## config.mk

```make
export PLATFORM = sky130hd
export DESIGN_NAME = btn_request_latch
export DESIGN_NICKNAME = d
export VERILOG_FILES = /design/src/rtl/elevator_pkg.sv /design/src/rtl/btn_debounce.sv /design/src/rtl/btn_request_latch.sv
export SDC_FILE = /design/constraint.sdc
export NUM_CORES = 1
export LEC_CHECK = 0
export ABC_CLOCK_PERIOD_IN_PS = 11700
export CAP_MARGIN = 20
export CORE_ASPECT_RATIO = 0.9
export CORE_UTILIZATION = 45
export DETAILED_ROUTE_END_ITERATION = 7
export PLACE_DENSITY_LB_ADDON = 0.3
export REMOVE_ABC_BUFFERS = 1
export SLEW_MARGIN = 30
export SYNTH_ARGS = -nofsm -noshare
export SYNTH_HDL_FRONTEND = slang
export SYNTH_HIERARCHICAL = 1
export SYNTH_SLANG_ARGS = --single-unit
```

## constraint.sdc

```tcl
create_clock -name clk -period 11.7 [get_ports clk]
set_input_delay 2.34 -clock clk [delete_from_list [all_inputs] [get_ports clk]]
set_output_delay 2.34 -clock clk [all_outputs]
set_load 0.05 [all_outputs]
```

## src/rtl/elevator_pkg.sv

```systemverilog
// Shared elevator constants and types used by the button request path.
// Default debounce timing targets a 100 MHz clock with 1 ms samples.
package elevator_pkg;

  localparam int NFLOORS       = 8;
  localparam int FLOOR_W       = 3;
  localparam int TICK_DIV_DEF  = 100_000;
  localparam int DEB_TICKS_DEF = 20;

  typedef logic [FLOOR_W-1:0] floor_t;
  typedef logic [NFLOORS-1:0] req_vec_t;

  // No hall-up button exists at the top floor, and no hall-down button at the bottom floor.
  localparam req_vec_t UP_VALID   = ~(req_vec_t'(1) << (NFLOORS - 1));
  localparam req_vec_t DOWN_VALID = ~req_vec_t'(1);

  function automatic req_vec_t floor_mask(input floor_t f);
    floor_mask = req_vec_t'(1) << f;
  endfunction

endpackage

```

## src/rtl/btn_debounce.sv

```systemverilog
// One button: 2-flop synchroniser, tick-sampled debounce counter, stable level
// and a single-cycle press pulse on each debounced rising edge.
module btn_debounce
  import elevator_pkg::*;
#(
  parameter int DEB_TICKS = DEB_TICKS_DEF
) (
  input  logic clk,
  input  logic rst,
  input  logic raw,
  input  logic tick,
  output logic press
);

  localparam int CW = (DEB_TICKS > 1) ? $clog2(DEB_TICKS) : 1;
  localparam logic [CW-1:0] CNT_LAST = CW'(DEB_TICKS - 1);

  logic          sync1_q;
  logic          sync2_q;
  logic          stable_q;
  logic          stable_d;
  logic          prev_q;
  logic [CW-1:0] cnt_q;
  logic [CW-1:0] cnt_d;

  always_comb begin
    stable_d = stable_q;
    cnt_d    = cnt_q;
    if (tick) begin
      if (sync2_q == stable_q) begin
        cnt_d = '0;
      end else if (cnt_q == CNT_LAST) begin
        stable_d = sync2_q;
        cnt_d    = '0;
      end else begin
        cnt_d = cnt_q + CW'(1);
      end
    end
  end

  always_ff @(posedge clk) begin
    if (rst) begin
      sync1_q  <= 1'b0;
      sync2_q  <= 1'b0;
      stable_q <= 1'b0;
      prev_q   <= 1'b0;
      cnt_q    <= '0;
    end else begin
      sync1_q  <= raw;
      sync2_q  <= sync1_q;
      stable_q <= stable_d;
      prev_q   <= stable_q;
      cnt_q    <= cnt_d;
    end
  end

  assign press = stable_q & ~prev_q;

endmodule

```

## src/rtl/btn_request_latch.sv

```systemverilog
// Debounced car/hall button request latch with direction summaries for the FSM.
// Optional BTN_CANCEL_EN: re-pressing a latched car button (not at cur_floor) cancels it.
module btn_request_latch
  import elevator_pkg::*;
#(
  parameter int TICK_DIV  = TICK_DIV_DEF,
  parameter int DEB_TICKS = DEB_TICKS_DEF
) (
  input  logic               clk,
  input  logic               rst,
  input  logic [NFLOORS-1:0] floor_raw,
  input  logic [NFLOORS-1:0] up_raw,
  input  logic [NFLOORS-1:0] down_raw,
  input  logic [FLOOR_W-1:0] cur_floor,
  input  logic               clr_floor,
  input  logic               clr_up,
  input  logic               clr_down,
  output logic [NFLOORS-1:0] floor_btn,
  output logic [NFLOORS-1:0] up,
  output logic [NFLOORS-1:0] down,
  output logic               req_above,
  output logic               req_below,
  output logic               req_here,
  output logic               new_req
);

  localparam int TW = (TICK_DIV > 1) ? $clog2(TICK_DIV) : 1;
  localparam logic [TW-1:0] TICK_LAST = TW'(TICK_DIV - 1);

  logic [TW-1:0] tick_cnt_q;
  logic [TW-1:0] tick_cnt_d;
  logic          tick;

  req_vec_t floor_press;
  req_vec_t up_press;
  req_vec_t down_press;

  req_vec_t floor_q, floor_d;
  req_vec_t up_q, up_d;
  req_vec_t down_q, down_d;
  logic     new_req_q, new_req_d;
  req_vec_t any_req;
  req_vec_t here_mask;

  always_comb begin
    tick       = (tick_cnt_q == TICK_LAST);
    tick_cnt_d = tick ? '0 : tick_cnt_q + TW'(1);
  end

  for (genvar i = 0; i < NFLOORS; i++) begin : g_btn
    btn_debounce #(.DEB_TICKS(DEB_TICKS)) u_floor (
      .clk  (clk),
      .rst  (rst),
      .raw  (floor_raw[i]),
      .tick (tick),
      .press(floor_press[i])
    );
    btn_debounce #(.DEB_TICKS(DEB_TICKS)) u_up (
      .clk  (clk),
      .rst  (rst),
      .raw  (up_raw[i]),
      .tick (tick),
      .press(up_press[i])
    );
    btn_debounce #(.DEB_TICKS(DEB_TICKS)) u_down (
      .clk  (clk),
      .rst  (rst),
      .raw  (down_raw[i]),
      .tick (tick),
      .press(down_press[i])
    );
  end

  // Clears are applied last so a coincident press on the served bit loses.
  always_comb begin
    here_mask = floor_mask(cur_floor);
    floor_d   = floor_q | floor_press;
`ifdef BTN_CANCEL_EN
    floor_d   = floor_d & ~(floor_q & floor_press & ~here_mask);
`endif
    up_d      = (up_q | up_press) & UP_VALID;
    down_d    = (down_q | down_press) & DOWN_VALID;
    if (clr_floor) floor_d = floor_d & ~here_mask;
    if (clr_up)    up_d    = up_d & ~here_mask;
    if (clr_down)  down_d  = down_d & ~here_mask;
    new_req_d = |((floor_d & ~floor_q) | (up_d & ~up_q) | (down_d & ~down_q));
  end

  always_ff @(posedge clk) begin
    if (rst) begin
      tick_cnt_q <= '0;
      floor_q    <= '0;
      up_q       <= '0;
      down_q     <= '0;
      new_req_q  <= 1'b0;
    end else begin
      tick_cnt_q <= tick_cnt_d;
      floor_q    <= floor_d;
      up_q       <= up_d;
      down_q     <= down_d;
      new_req_q  <= new_req_d;
    end
  end

  always_comb begin
    any_req   = floor_q | up_q | down_q;
    req_here  = any_req[cur_floor];
    req_above = 1'b0;
    req_below = 1'b0;
    for (int unsigned i = 0; i < NFLOORS; i++) begin
      if (i > int'(unsigned'(cur_floor))) req_above = req_above | any_req[i];
      if (i < int'(unsigned'(cur_floor))) req_below = req_below | any_req[i];
    end
  end

  assign floor_btn = floor_q;
  assign up        = up_q;
  assign down      = down_q;
  assign new_req   = new_req_q;

endmodule

```

==> reports/qor.yml, run 1 <==
hold_end: "g_btn[4].u_floor/sync2_q"
dp_hpwl_um: 14400
postLayoutCoreUtil_pct: 53.5
route.top_layer_used: "met4"
clkSinkCount: 238
drtIter0Drc: 580
place.gp.congestion: 0.852
fin_area_um2: 12500
cp.buffers_inverters: 3
status: "finished, final reports clean"
path_cells: "clkdlybuf4s50_1 > inv_1 > mux4_2 > mux2i_1 > clkdlybuf4s50_1"
cts_tree: "done"
htree_levels: 1
r2r_start: "tick_cnt_q[0]"
netlist_instances: 1230
diodes: 0
relSlewSlack_pct: 38.8
synth.avg_cell_area_um2: 8.76
ff_latch_area_um2: 4760
pwr-share-seq_pct: 47.5
synth_edf_count: 0
hold_viol: 0
antenna_found_initial: 0
cts.reportedPaths.clkPinSlew_ns: 0.05
synth_top_area_share_pct: 44.2
critical-path-top-delay-family: "buffers and inverters"
min-delay-start: "g_btn[4].u_floor/sync1_q"
cp_common_cell: "clkdlybuf4s50_1"
worstRegToRegCells: 8
fin_skew_ns: 0.00555
total_power_w: 0.00173
clock.fmax_mhz: 143
cts_made_buffers: 26
wl_per_cell_um: 13.7
cp-end-kind: "output port"
reg2reg_slack_ns: 8.32
internal-power_w: 0.00138
drive_gt1_share_pct: 7.37
cap_viol_max_count: 0
swShare_pct: 20.2
p_per_area_nw_per_um2: 139
hold_buffers: 0
worst_pin_slew_ns: 0.918
cp_slowest_cell: "clkdlybuf4s50_1"
worst-path-stages: 5
min_path_type: "register to register"
post_cts_resized: 0
yosys_warnings: 6
netlist_top_cells_count: "dfxtp_1, a21oi_1, inv_1"
grt_max_degree: 94
final_nets: 1341
p_leak_nw: 4.09
vdd_drop_max_v: 0.000131
io_buffers: 55
dieArea_um2: 24600
clkLatencyLatePin_ns: 0.51
period_share_pct: 59.8
synthArstFlopShare_pct: 0
routed_via_density: 5.47
drc_errors: 0
dr_wl_met3_um: 1080
ys_ff_latch: 238
path_class: "input port to output port"
area_delta_synth_final_pct: 16.2
yosys.area.top_type: "dfxtp_1"
grt-ovfl-total: 0
min_path_cells: 1
synth_area_leaders: "dfxtp_1, nor2b_1, a21oi_1"
critical-path-max-stage-delay_ns: 0.82
worstPathRequired_ns: 9.36
maxSlewViolCount: 0
startpoint_type: "input port"
rr_endpoint: "g_btn[0].u_floor/cnt_q[4]"
synth.distinct_cells: 45
firstDrtPassIters: 5
grt_use_total_pct: 17.9
die_y_um: 149
yosysSeqAreaShare_pct: 44.2
multi_input_area_um2: 5410
drt-met1-wl_um: 10600
syn_area_um2: 10800
ant_nets: 0
cts_buffer_depth: 3
wirelength_um: 22000
ioPinCount: 60
rsz0062_at_grt: "false"
pwr-share-comb_pct: 2.8
clockRootBuffer: "clkbuf_16"
wl_met2_um: 9830
worstPathArrival_ns: 4.66
fin_setup_tns_ns: 0
chipWidth_um: 165
grt_pass1_wl_um: 36900
synth_most_common_cell: "dfxtp_1"
grt_pass1_vias: 7828
crit_fanout: 12
vias: 8772
pwr-share-clk_pct: 49.7
switchingPower_w: 0.000350
start_util_pct: 46.0
dpl_cell_area_um2: 11600
core_um2: 23400
row_count: 53
min_period_ns: 7.00
synth_flop_cell: "dfxtp_1"
setup_viol: 0
post-cts-setup-buffer-count: 0
fillers: 2146
-- worst register-to-register path: stages (launching register included) --
cell and delay [ns]:
dfxtp_1 0.40, ha_1 0.23, and4_1 0.25, nand2_1 0.13, nor4_4 0.52, buf_4 0.80, inv_2 0.23, or4b_1 0.56
a31oi_1 0.17
-- cell type report --
cell class	instances	share of cell area, %
clock buffer	35	6.20
inverter	122	3.66
tap	302	3.02
multi-input combinational	839	43.2
clock inverter	10	1.20
sequential	238	38.1
timing repair buffer	59	4.67
-- cell families (layout without fill, tap and decap cells) --
family | count (synthesis) | in the layout | synth area share (%)
flops | 238 | 238 | 44.2
fa+ha+maj | 23 | 23 | 2.67
mux | 3 | 3 | 0.511
simple gates | 549 | 549 | 29.6
xor+xnor | 37 | 37 | 4.54
other cells | 1 | 2 | 0.0348
buf+inv | 154 | 226 | 5.67
compound gates | 225 | 225 | 12.7
-- metal layers --
| layer | track usage, % | vias to the layer above |
|---|---|---|
| li1 | - | 4493 |
| met1 | 25.1 | 4089 |
| met2 | 28.7 | 161 |
| met3 | 2.95 | 29 |
| met4 | 4.54 | 0 |
| met5 | 0 | - |
-- placed cells by master (no fill, tap or decap), drive strengths merged, types with 24 or more instances in the layout --
cell type,count
nor3,32
dfxtp,238
nand4,25
nand2,79
a31oi,24
clkbuf,36
clkdlybuf4s50,54
nor2,65
o32ai,48
nand3,94
or3,66
a21oi,113
nor2b,91
o21ai,30
xor2,29
inv,122
-- registers in the layout (all words and copies together) (netlist names), 8 cells and up --
| name | cells |
|---|---|
| g_btn.u_floor/cnt_q | 40 |
| g_btn.u_floor/sync1_q | 8 |
| tick_cnt_q | 17 |
| g_btn.u_down/cnt_q | 35 |
| g_btn.u_floor/prev_q | 8 |
| g_btn.u_up/cnt_q | 35 |
| g_btn.u_floor/stable_q | 8 |
| floor_btn | 8 |
| g_btn.u_floor/sync2_q | 8 |
-- power groups by stage --
stage	registers [W]	logic [W]	clock network, W
after floorplan	0.000840	0.0000198	0
after global placement	0.000841	0.0000488	0
after detailed placement	0.000841	0.0000491	0
after CTS	0.000824	0.0000494	0.000887
after global routing	0.000824	0.0000549	0.000922
final	0.000824	0.0000493	0.000862
-- stage by stage --
step	instances	setup slack, ns	hold WS, ns
after global placement	1559	4.71	0.418
after detailed placement	1560	4.72	0.422
after floorplan	1199	5.36	0.414
final	1605	4.70	0.433
after global routing	1605	4.57	0.452
after CTS	1605	4.70	0.437
-- how the worst max path moves through the flow --
stage             startpoint                   endpoint
2_1_floorplan  tick_cnt_q[0]  g_btn[0].u_floor/cnt_q[4]
3_3_place_gp    cur_floor[2]                   req_here
3_5_place_dp    cur_floor[2]                   req_here
4_1_cts         cur_floor[2]                   req_here
5_1_grt         cur_floor[2]                   req_here
6_report        cur_floor[2]                   req_here
No activity file was read; power rests on OpenSTA's default activity.
==> inputs of run 2 (changes only) <==
- ABC_CLOCK_PERIOD_IN_PS: 11700 -> 6000
- clock period: 11.7 -> 6 ns (I/O delays scaled with it)
==> reports/qor.yml, run 2 (same netlist as run 1, synthesis figures left out) <==
die_y_um: 149
path_class: "input port to output port"
cts.reportedPaths.clkPinSlew_ns: 0.06
worstRegToRegCells: 8
relSlewSlack_pct: 52.6
start_util_pct: 46.0
grt_max_degree: 160
firstDrtPassIters: 5
maxSlewViolCount: 0
critical-path-max-stage-delay_ns: 0.81
whs_ns: 0.434
diodes: 0
wirelength_um: 22100
grt_use_total_pct: 18.0
post_cts_resized: 0
place.gp.congestion: 0.865
fin_setup_tns_ns: 0
startpoint_type: "input port"
r2r_start: "tick_cnt_q[0]"
wl_per_cell_um: 13.8
ioPinCount: 60
hold_viol: 0
final_nets: 1339
cp_slowest_cell: "clkdlybuf4s50_1"
grt_pass1_vias: 7797
cp.buffers_inverters: 3
status: "finished, final reports clean"
path_cells: "clkdlybuf4s50_1 > inv_1 > mux4_2 > mux2i_1 > clkdlybuf4s50_1"
htree_levels: 1
drive_gt1_share_pct: 6.99
clockRootBuffer: "clkbuf_16"
row_count: 53
top_register: "g_btn.u_floor/cnt_q"
p_leak_nw: 4.06
setup_viol: 0
drtIter0Drc: 728
largest_reg_flops: 40
fillers: 2192
worst-path-stages: 5
min-delay-start: "g_btn[4].u_floor/sync1_q"
min_path_type: "register to register"
grt-ovfl-total: 0
cts_buffer_depth: 3
rsz0062_at_grt: "false"
clkSinkCount: 238
clock.fmax_mhz: 212
cts_tree: "done"
vias: 8702
io_buffers: 55
area_delta_synth_final_pct: 15.8
layout_commonest_cell: "dfxtp_1"
cts_made_buffers: 25
p_per_area_nw_per_um2: 267
drc_errors: 0
critical-path-top-delay-family: "buffers and inverters"
crit_start: "cur_floor[2]"
cap_viol_max_count: 0
cp-end-kind: "output port"
worst_pin_slew_ns: 0.711
hold_buffers: 0
reg_top3: "g_btn.u_floor/cnt_q x40, g_btn.u_up/cnt_q x35, g_btn.u_down/cnt_q x35"
clkLatencyLatePin_ns: 0.53
routed_via_density: 5.43
vdd_drop_max_v: 0.000251
chipWidth_um: 165
min_period_ns: 4.72
antenna_found_initial: 0
dieArea_um2: 24600
worstPathRequired_ns: 4.80
cp_common_cell: "clkdlybuf4s50_1"
crit_fanout: 12
worstPathArrival_ns: 3.52
period_share_pct: 78.7
min_path_cells: 1
dp_hpwl_um: 14500
post-cts-setup-buffer-count: 0
ant_nets: 0
grt_pass1_wl_um: 36900
most-common-layout-cells: "dfxtp_1, a21oi_1, inv_1, nand3_1, nor2b_1"
fin_skew_ns: 0.0300
core_um2: 23400
run 2: cell types whose count changed in the layout (fill, tap and decap cells not counted), moves of 2 or more:
cell       change
clkbuf_8       -4
clkbuf_1       +3
buf_4          -2
clkbuf_16      -2
run 2: metrics by stage:
stage	cells	setup slack, ns	util [%]	cell area, µm²	power [W]
3_3_place_gp	1559	1.31	49.5	11600	0.00174
6_report	1603	1.28	53.3	12500	0.00333
5_1_grt	1603	1.21	53.3	12500	0.00346
2_1_floorplan	1199	-0.336	-	10600	0.00168
3_5_place_dp	1559	1.29	49.5	11600	0.00174
4_1_cts	1603	1.28	53.3	12500	0.00338
run 2: final cells by class:
| cell class | count | area, µm² | area share [%] |
|---|---|---|---|
| flip-flops and latches | 238 | 4760 | 38.2 |
| repair buffers | 58 | 589 | 4.73 |
| clock buffers | 32 | 682 | 5.47 |
| inverters | 122 | 458 | 3.67 |
| clock inverters | 12 | 189 | 1.52 |
| multi-input cells | 839 | 5410 | 43.4 |
| well taps | 302 | 378 | 3.03 |
run 2: worst reg2reg max path: stages, from the launching register on:
cell and delay (ns):
dfxtp_1 0.40, ha_1 0.23, and4_1 0.25, nand2_1 0.14, nor4_4 0.31, buf_4 0.51, inv_2 0.19, or4b_1 0.55
a31oi_1 0.19
run 2: path summary, 6_finish.rpt:
kind,endpoint,slack (ns)
setup / recovery,req_here,1.28
hold / removal,g_btn[4].u_floor/sync2_q,0.43
setup reg to reg,g_btn[2].u_down/cnt_q[4],3.17
hold reg to reg,g_btn[4].u_floor/sync2_q,0.43
run 2: power by group:
part	internal (W)	switching, W	total, W
Clock	0.00101	0.000617	0.00163
Combinational	0.0000360	0.0000596	0.0000956
Sequential	0.00160	0.00000992	0.00161
run 2: metal layers:
| metal | share of wire [%] | GRT usage, % | wire length (µm) |
|---|---|---|---|
| met5 | 0 | 0 | 0 |
| met4 | 1.8 | 4.63 | 403 |
| met3 | 4.6 | 3.36 | 1020 |
| met2 | 44 | 28.0 | 9780 |
| met1 | 49 | 25.5 | 10900 |
==> inputs of run 3 (changes only) <==
- ABC_CLOCK_PERIOD_IN_PS: 6000 -> 3800
- clock period: 6 -> 3.8 ns (I/O delays scaled with it)
==> reports/qor.yml, run 3 (same netlist as run 1, synthesis figures left out) <==
cts_tree: "done"
crit_fanout: 12
cp-end-kind: "output port"
grt-ovfl-total: 0
clockRootBuffer: "clkbuf_16"
place.gp.congestion: 0.867
hold_viol: 0
rr_endpoint: "g_btn[2].u_up/cnt_q[4]"
grt_pass1_vias: 7555
reg_top3: "g_btn.u_floor/cnt_q x40, g_btn.u_up/cnt_q x35, g_btn.u_down/cnt_q x35"
cts_made_buffers: 25
largest_reg_flops: 40
drtIter0Drc: 525
maxSlewViolCount: 0
cts.reportedPaths.clkPinSlew_ns: 0.06
firstDrtPassIters: 5
grt_use_total_pct: 17.6
period_share_pct: 88.3
dieArea_um2: 24600
ant_nets: 0
p_per_area_nw_per_um2: 403
vdd_drop_max_v: 0.000370
min_period_ns: 3.36
area_delta_synth_final_pct: 15.8
hold_buffers: 0
dp_hpwl_um: 14400
htree_levels: 1
r2r_start: "tick_cnt_q[0]"
start_util_pct: 46.0
diodes: 0
min-delay-start: "g_btn[5].u_floor/sync1_q"
p_leak_nw: 4.05
clkSinkCount: 238
path_class: "input port to output port"
wirelength_um: 21700
top_register: "g_btn.u_floor/cnt_q"
post_cts_resized: 0
fin_skew_ns: 0.00512
hold_end: "g_btn[5].u_floor/sync2_q"
fin_setup_tns_ns: 0
antenna_found_initial: 0
stdcell_count: 1606
wl_per_cell_um: 13.5
dp_cells: 1561
rsz0062_at_grt: "false"
layout_commonest_cell: "dfxtp_1"
drive_gt1_share_pct: 6.98
startpoint_type: "input port"
core_um2: 23400
vias: 8719
most-common-layout-cells: "dfxtp_1, a21oi_1, inv_1, nand3_1, nor2b_1"
relSlewSlack_pct: 50.0
post-cts-setup-buffer-count: 0
ioPinCount: 60
chipWidth_um: 165
cap_viol_max_count: 0
row_count: 53
clock.fmax_mhz: 298
final_nets: 1341
drc_errors: 0
grt_max_degree: 105
worstPathRequired_ns: 3.04
clkLatencyLatePin_ns: 0.51
routed_via_density: 5.43
setup_viol: 0
worst_pin_slew_ns: 0.744
worstPathArrival_ns: 2.60
grt_pass1_wl_um: 36000
io_buffers: 55
cts_buffer_depth: 3
die_y_um: 149
min_path_type: "register to register"
min_path_cells: 1
status: "finished, final reports clean"
worstRegToRegCells: 8
reg2reg_slack_ns: 1.11
run 3: cell types whose count changed in the layout (fill, tap and decap cells not counted), sizes merged:
cell and change:
clkinvlp +1, clkbuf +9, buf +5, inv -1, clkinv -4, bufinv -4
clkdlybuf4s50 -3
run 3: per-stage QoR:
stage          area [µm²]  hold WS, ns  utilization, %  total power, W  setup WS, ns
3_3_place_gp        11700        0.419            49.9         0.00275         0.518
2_1_floorplan       10600        0.414               -         0.00265         -2.54
3_5_place_dp        11700        0.420            49.9         0.00275         0.463
4_1_cts             12500        0.435            53.3         0.00510         0.460
6_report            12500        0.434            53.3         0.00503         0.443
5_1_grt             12500        0.456            53.3         0.00522         0.353
run 3: cell type report:
class                      count  area, µm²
fill                        2138      10900
multi-input combinational    839       5410
sequential                   238       4760
clock buffer                  41        746
timing repair buffer          60        672
inverter                     122        458
tap                          302        378
clock inverter                 4       47.5
run 3: worst max-delay path: stages:
cell             delay (ns)
clkdlybuf4s50_1        0.61
inv_1                  0.26
mux4_2                 0.54
mux2i_1                0.25
buf_12                 0.18
run 3: how the worst max path moves through the flow:
stage	startpoint	to	slack [ns]	cells after the start
6_report	cur_floor[2]	req_here	0.44	5
5_1_grt	cur_floor[0]	req_below	0.35	7
4_1_cts	cur_floor[2]	req_here	0.46	5
3_5_place_dp	cur_floor[2]	req_here	0.46	5
3_3_place_gp	cur_floor[2]	req_here	0.52	5
2_1_floorplan	tick_cnt_q[0]	g_btn[0].u_floor/cnt_q[4]	-2.54	7
run 3: routing by layer:
| metal | up-vias | wire [µm] | track usage [%] |
|---|---|---|---|
| met5 | - | 0 | 0 |
| met4 | 0 | 467 | 4.86 |
| met3 | 27 | 898 | 2.75 |
| met2 | 138 | 9520 | 27.3 |
| met1 | 4063 | 10800 | 25.3 |
| li1 | 4491 | - | - |
run 3: where the power goes:
group / leakage [nW] / internal, W / switching [W]
Combinational: 1.73 / 0.0000596 / 0.0000966
Clock: 0.385 / 0.00140 / 0.000937
Sequential: 1.93 / 0.00252 / 0.0000150
